## src/rtl/teclado_pkg.sv

```systemverilog
// Shared keypad definitions: key codes and entry FSM states.
// Imported by the keypad scanner and by acumulador_teclado.
package teclado_pkg;

  localparam logic [3:0] TECLA_C         = 4'hC;
  localparam logic [3:0] TECLA_ASTERISCO = 4'hE;
  localparam logic [3:0] TECLA_CERQUILHA = 4'hF;

  typedef enum logic [1:0] {
    ESPERA,
    ENTRADA,
    CONFIRMA
  } estado_t;

  function automatic logic eh_digito(
    input logic [3:0] k
  );
    return (k <= 4'd9);
  endfunction

endpackage

```

## src/rtl/detector_borda.sv

```systemverilog
// Rising-edge detector; after reset it must first see the input low
// before it can fire, so a key held through reset produces no event.
module detector_borda (
  input  logic clk,
  input  logic rst,
  input  logic in,
  output logic pulse
);

  logic r_prev;
  logic r_armed;

  always_ff @(posedge clk) begin
    if (rst) begin
      r_prev  <= 1'b0;
      r_armed <= 1'b0;
    end else begin
      r_prev <= in;
      if (!in) r_armed <= 1'b1;
    end
  end

  assign pulse = in & ~r_prev & r_armed;

endmodule

```

## src/rtl/acumulador_teclado.sv

```systemverilog
// Keypad digit accumulator with commit, clear and idle timeout.
// Define ACUM_BACKSPACE_EN to make key C delete the newest digit.
module acumulador_teclado
  import teclado_pkg::*;
#(
  parameter int N_DIGITS    = 4,
  parameter int TIMEOUT_CYC = 5000
) (
  input  logic                          clk,
  input  logic                          rst,
  input  logic [3:0]                    bcd_in,
  input  logic                          key_valid_in,
  output logic [4*N_DIGITS-1:0]         digitos_out,
  output logic [$clog2(N_DIGITS+1)-1:0] contagem_out,
  output logic [4*N_DIGITS-1:0]         valor_out,
  output logic                          valor_valid,
  output logic                          erro
);

  localparam int DW = 4 * N_DIGITS;
  localparam int CW = $clog2(N_DIGITS + 1);
  localparam int TW = $clog2(TIMEOUT_CYC + 1);
  localparam logic [CW-1:0] CMAX = CW'(N_DIGITS);
  localparam logic [TW-1:0] TLAST = TW'(TIMEOUT_CYC - 1);

  estado_t r_estado, w_estado;
  logic [DW-1:0] r_dig, w_dig;
  logic [CW-1:0] r_cont, w_cont;
  logic [DW-1:0] r_valor, w_valor;
  logic [TW-1:0] r_idle, w_idle;
  logic          r_valid, w_valid;
  logic          r_erro, w_erro;

  logic w_evt;
  logic w_num;
  logic w_ast;
  logic w_cer;
  logic w_bs;

  detector_borda u_borda (
    .clk   (clk),
    .rst   (rst),
    .in    (key_valid_in),
    .pulse (w_evt)
  );

  assign w_num = eh_digito(bcd_in);
  assign w_ast = (bcd_in == TECLA_ASTERISCO);
  assign w_cer = (bcd_in == TECLA_CERQUILHA);
`ifdef ACUM_BACKSPACE_EN
  assign w_bs = (bcd_in == TECLA_C);
`else
  assign w_bs = 1'b0;
`endif

  always_ff @(posedge clk) begin
    if (rst) begin
      r_estado <= ESPERA;
      r_dig    <= '0;
      r_cont   <= '0;
      r_valor  <= '0;
      r_idle   <= '0;
      r_valid  <= 1'b0;
      r_erro   <= 1'b0;
    end else begin
      r_estado <= w_estado;
      r_dig    <= w_dig;
      r_cont   <= w_cont;
      r_valor  <= w_valor;
      r_idle   <= w_idle;
      r_valid  <= w_valid;
      r_erro   <= w_erro;
    end
  end

  // CONFIRMA lasts one cycle; events seen there are handled like ESPERA
  always_comb begin
    w_estado = (r_estado == CONFIRMA) ? ESPERA : r_estado;
    w_dig    = r_dig;
    w_cont   = r_cont;
    w_valor  = r_valor;
    w_idle   = '0;
    w_valid  = 1'b0;
    w_erro   = 1'b0;
    if (w_evt) begin
      unique case (1'b1)
        w_num: begin
          if (r_cont < CMAX) begin
            w_dig    = (r_dig << 4) | DW'(bcd_in);
            w_cont   = r_cont + CW'(1);
            w_estado = ENTRADA;
          end else begin
            w_erro = 1'b1;
          end
        end
        w_ast: begin
          w_dig    = '0;
          w_cont   = '0;
          w_estado = ESPERA;
        end
        w_cer: begin
          if (r_cont != '0) begin
            w_valor  = r_dig;
            w_valid  = 1'b1;
            w_dig    = '0;
            w_cont   = '0;
            w_estado = CONFIRMA;
          end else begin
            w_erro = 1'b1;
          end
        end
        w_bs: begin
          if (r_cont != '0) begin
            w_dig    = r_dig >> 4;
            w_cont   = r_cont - CW'(1);
            w_estado = (r_cont == CW'(1)) ? ESPERA : ENTRADA;
          end else begin
            w_erro = 1'b1;
          end
        end
        default: ;
      endcase
    end else if (r_estado == ENTRADA) begin
      if (r_idle == TLAST) begin
        w_dig    = '0;
        w_cont   = '0;
        w_erro   = 1'b1;
        w_estado = ESPERA;
      end else begin
        w_idle = r_idle + TW'(1);
      end
    end
  end

  assign digitos_out  = r_dig;
  assign contagem_out = r_cont;
  assign valor_out    = r_valor;
  assign valor_valid  = r_valid;
  assign erro         = r_erro;

endmodule

```

## config.mk

```make
export PLATFORM = sky130hd
export DESIGN_NAME = acumulador_teclado
export DESIGN_NICKNAME = d
export VERILOG_FILES = /design/src/rtl/teclado_pkg.sv /design/src/rtl/detector_borda.sv /design/src/rtl/acumulador_teclado.sv
export SDC_FILE = /design/constraint.sdc
export NUM_CORES = 1
export LEC_CHECK = 0
export BUFFER_PORTS_ARGS = -buffer_cell sky130_fd_sc_hd__buf_2
export CORE_ASPECT_RATIO = 1.2
export CORE_MARGIN = 3
export CORE_UTILIZATION = 30
export CTS_BUF_LIST = sky130_fd_sc_hd__clkbuf_8
export DETAILED_ROUTE_END_ITERATION = 6
export GPL_TIMING_DRIVEN = 1
export PLACE_DENSITY = 0.47
export SYNTH_ARGS = -nofsm -noshare
export SYNTH_HDL_FRONTEND = slang
export SYNTH_SLANG_ARGS = --single-unit
```

## constraint.sdc

```tcl
create_clock -name clk -period 1.65 [get_ports clk]
set_input_delay 0.165 -clock clk [delete_from_list [all_inputs] [get_ports clk]]
set_output_delay 0.165 -clock clk [all_outputs]
set_load 0.05 [all_outputs]
```

-- Yosys cells after proc, flatten, opt, wreduce, memory -nomap -nowiden
Index checks and enable logic that the tools add are counted.
- equal/unequal tests: 8
- muxes and demuxes: 26
- $add $sub $neg: 2
- reduce and logical (&&, ||, !) cells: 7
- shifts and indexed selects: 0
- $lt $le $gt $ge: 2
- multipliers: 0
- bitwise logic cells: 7
- divide/modulo/power cells: 0
- operator list (cell ; number):
    two-way mux 16 bit ; 5
    one-hot mux 16 bit (3 select lines) ; 1
    OR 16 x 4 -> 16 bit ; 1
    two-way mux 3 bit ; 5
    adder 13 x 1 -> 13 bit, second input constant ; 1
    equality test 13 bit, second input constant ; 1
    two-way mux 2 bit ; 6
    one-hot mux 3 bit (3 select lines) ; 1
    equality test 4 bit, second input constant ; 2
    two-way mux 1 bit ; 6
    != test 3 bit, second input constant ; 2
    one-hot mux 2 bit (3 select lines) ; 1
    AND reduction 5 bit ; 1
    less-or-equal comparator 4 bit, second input constant ; 1
    != test 4 bit, second input constant ; 1
    NOT 1 bit ; 4
    nonzero test 2 bit ; 2
    OR reduction 4 bit ; 1
    adder 3 x 1 -> 3 bit, second input constant ; 1
    < comparator 3 bit, second input constant ; 1
    AND reduction 3 bit ; 1
    nonzero test 3 bit ; 1
    OR reduction 3 bit ; 1
    AND 1 bit ; 2
    3 further kinds ; 3
- memories: 0
- memory bits (read-only): 0
- bits in registers: 54
- RAM bits: 0
- bits in latches: 0
- logic and storage cells: 61
- output and inout bits: 37
- bits of input ports: 7

-- Depth between registers and ports, before layout
- depth in word-level cells: 5
- mapped depth: 8
- mapped depth without buffers: 6

-- Modules after synthesis
Synthesis repeated with hierarchy kept, for this count alone.
- cell total of the unflattened synthesis: 257
- area total of the unflattened synthesis: 2263.4 µm²
- by module, submodules not included (module ; seq. area each (µm²) ; area each (µm²) ; cells an instance ; times used):
    acumulador_teclado ; 1041.0 ; 2200.9 ; 250 ; 1
    detector_borda ; 40.0 ; 62.6 ; 7 ; 1

-- Least setup slack after synthesis
Ideal clock, no wire load.
- path type: register to register
- start: register r_cont[0] (netlist: contagem_out[0])
- end: register r_dig[7] (netlist: digitos_out[7])
- slack: -532 ps
- path buffers: 1
- stages on the path, launching flop included: 8
- setup time: 59 ps
- arrival: 2123 ps
- period minus slack after synthesis: 2182 ps
- path through: dfxtp_1 > inv_1 > ha_1 > and3b_1 > a221o_1 > nor3_4 > buf_4 > a22o_2
- longest elaborated chain between the ends: 3
- ends and longest elaborated chain (item ; RTL line ; source):
    start, declared ; acumulador_teclado.sv:28 ; logic [CW-1:0] r_cont, w_cont;
    start signal, assigned ; acumulador_teclado.sv:68 ; r_cont <= w_cont;
    < comparator 3 bit or nonzero test 3 bit (tied branches) ; -- ;
    != test 3 bit (no source line) ; -- ;
    AND reduction 5 bit (no source line) * ; -- ;
    end signal, assigned ; acumulador_teclado.sv:67 ; r_dig <= w_dig;
    end, declared ; acumulador_teclado.sv:27 ; logic [DW-1:0] r_dig, w_dig;
Mark *: on every way between the ends. The rest lies on a longest branch, timed or not.
A chain may end at the register's enable or synchronous reset.

-- Worst setup path after layout
- start: register r_idle[11]
- end: register r_dig[0] (netlist: digitos_out[0])
- longest elaborated chain between the ends: 3
- ends and longest elaborated chain (item ; RTL line ; source):
    start, declared ; acumulador_teclado.sv:30 ; logic [TW-1:0] r_idle, w_idle;
    start signal, assigned ; acumulador_teclado.sv:70 ; r_idle <= w_idle;
    equality test 13 bit ; acumulador_teclado.sv:124 ; if (r_idle == TLAST) begin
    nonzero test 2 bit (no source line) ; -- ;
    AND reduction 5 bit (no source line) ; -- ;
Every way passes these cells.

==> impl_metrics.yaml <==
sta:
  setup_viol: 32
  fin_crit_sh_pct: 107
  finalHoldViolations: 0
  rsz0062_at_grt: "yes"
  finalWorstSetupSlack_ps: -115
  holdWs_ps: 78.2
  finalMaxSlewViolations: 0
  fin_crit_ps: 1770
  tightestPinTransition_ps: 412
  skew_ps: 5.88
  max-slew-margin-rel_pct: 72.4
  max_freq_ghz: 0.567
status:
  status: "finished with violations"
  violations: "setup timing"
synth:
  synth.avg_cell_area_um2: 10.5
  synth_top_cell_by_area: "dfxtp_1"
  synth_area_leaders: "dfxtp_1 50%, mux2i_1 7.4%, nor2_1 5.9%, a22o_1 4.1%, xnor2_1 3.7%"
  ys_seq_elements: 54
  syn_area_um2: 2150
  synth_edf_count: 0
  netlist_instances: 205
  yosysSeqAreaShare_pct: 50.2
  ys_types: 45
  async_flop_share_pct: 0
  synth_top_cell_area_share_pct: 50.2
  synth_ff_type: "dfxtp_1"
  syn_nets: 215
  yosysWarnings: 0
worst_setup_path:
  crit_required_ps: 1850
  worstPathCellList: "or4b_4 > nor4_4 > a221oi_4 > buf_6 > a22o_4"
  cp.arrival_ps: 1970
  r2r_slack_ps: -120
  critical_path.top_delay_family: "simple AND/OR/NAND/NOR gates"
  worst_setup_path_end_kind: "flop"
  crit_slowest_cell: "or4b_4"
  cp_num_buf_inv: 1
  cpPeakStageDelay_ps: 540
  start_kind: "flop"
  critPathKind: "flop to flop"
  cp_max_fo: 8
clock_network:
  cts_root_buf: "clkbuf_8"
  tritoncts: "built"
  htreeDepth: 2
  clk_pin_slew_ps: 100
  clk_path_buf_depth: 2
  clock-sinks: 54
  insertion_delay_ps: 300
  cts_buffers: 5
  cts.hold.buffers_added: 0
floorplan:
  row_count: 33
  chipHeight_um: 98.8
  ios: 44
  initial_core_util_pct: 31.2
  die_x_um: 83.3
  die_area_um2: 8230
  core_area_um2: 6900
finish:
  syn_to_final_growth_pct: 34.9
  nets: 293
  final_common_cell: "dfxtp_1"
  drive_above_1_share_pct: 43.0
  antenna_cells: 0
  layout.core_utilization_pct: 42.1
  layout_common_cells: "49 x dfxtp_1, 44 x buf_2, 31 x buf_4"
routing:
  viasPerCell: 4.71
  drc: 0
  routed_wl_mm: 5.09
  first_iter_violations: 65
  routedWlPerCell_um: 13.7
  firstDrtPassIters: 4
  vias: 1749
  antenna_left: 0
global_routing:
  grt_start_max_net_pins: 19
  grt_pass1_vias: 1671
  overflow: 0
  grtUsageTotal_pct: 12.6
  grt_first_pass_wirelength_mm: 8.22
  antenna_found_initial: 0
place:
  place.gp.congestion: 0.786
  dp_hpwl_mm: 3.65
  portBuffers: 43
run:
  cap_violations: 0
min_path:
  hold_path.class: "input pin to flop"
power:
  leakage_nw: 1.38
  ir_worst_vdd_mv: 0.431
  powerDensity_nw_per_um2: 810
==> synth_stat cells, drive strengths merged, types with 2 or more instances <==
| library cell | n |
|---|---|
| dfxtp | 54 |
| nor2 | 34 |
| a22o | 17 |
| mux2i | 16 |
| nand2 | 10 |
| xnor2 | 9 |
| buf | 6 |
| inv | 5 |
| nand3 | 5 |
| nor4 | 5 |
| a21oi | 3 |
| a221oi | 3 |
| clkbuf | 3 |
| ha | 3 |
| nor3 | 3 |
| o21ai | 3 |
| xor2 | 3 |
| a21o | 2 |
| and3b | 2 |
| nand4 | 2 |
| nor2b | 2 |
| or4b | 2 |
==> stage by stage <==
step                cells  instance area [um^2]  setup TNS (ps)  power (mW)  setup WS, ps
floorplan             205                  2180           -3050        1.43          -207
global placement      359                  2710           -5700        1.49          -299
detailed placement    359                  2710           -6740        1.49          -348
CTS                   370                  2870           -2990        2.39          -135
global route          371                  2900           -4730        2.46          -187
finish                371                  2900           -2360        2.35          -115
==> flip-flops by register name, indices dropped and copies added, names as in the netlist <==
register,cells
contagem_out,3
valor_valid,1
u_borda.r_prev,1
u_borda.r_armed,1
erro,1
valor_out,16
digitos_out,16
r_estado,2
r_idle,13
==> final cells by class <==
cell class                      instances  area [um^2]
Clock buffer                            5         68.8
Clock inverter                          3         40.0
Fill cell                             689         3990
Inverter                                5         18.8
Multi-Input combinational cell        138         1060
Sequential cell                        54         1090
Tap cell                               87          109
Timing Repair Buffer                   79          507
==> final timing paths <==
kind,from,to,cells after the start
worst max register to register,r_idle[11]$_SDFF_PP0_,digitos_out[0]$_SDFFE_PP0P_,5
worst min register to register,u_borda.r_armed$_SDFFE_PP0N_,u_borda.r_armed$_SDFFE_PP0N_,2
worst max-delay path,r_idle[11]$_SDFF_PP0_,digitos_out[0]$_SDFFE_PP0P_,5
worst min-delay path,key_valid_in,u_borda.r_armed$_SDFFE_PP0N_,2
==> routing by layer <==
metal	wire, um	vias to the layer above	global-route usage (%)
met5	0	-	0
met4	75	0	4.53
met3	174	6	3.09
met2	2660	27	22.5
met1	2180	826	14.5
li1	-	890	-
==> logic make-up after synthesis <==
group | after synthesis | synth area share (%)
AND/OR/NAND/NOR | 70 | 17.2
adder cells (fa/ha/maj) | 3 | 1.74
XOR/XNOR | 12 | 4.88
buffers and inverters | 14 | 3.43
multiplexers | 17 | 7.96
AO/OA/AOI/OAI | 35 | 14.5
flip-flops | 54 | 50.2
==> power by group <==
group | total [mW] | switching [mW] | internal, mW
combinational | 0.158 | 0.0930 | 0.0650
sequential | 1.31 | 0.00713 | 1.31
clock | 0.880 | 0.432 | 0.449
==> timing repair <==
action                                 in CTS  in global routing
setup endpoints to repair                  32                 34
buffers inserted                            2                  0
endpoints found under the hold margin       0                  0
cloned                                      1                  1
pin swaps                                   7                  6
resized for setup                           8                  7
Power figures use the tool's default switching activity.
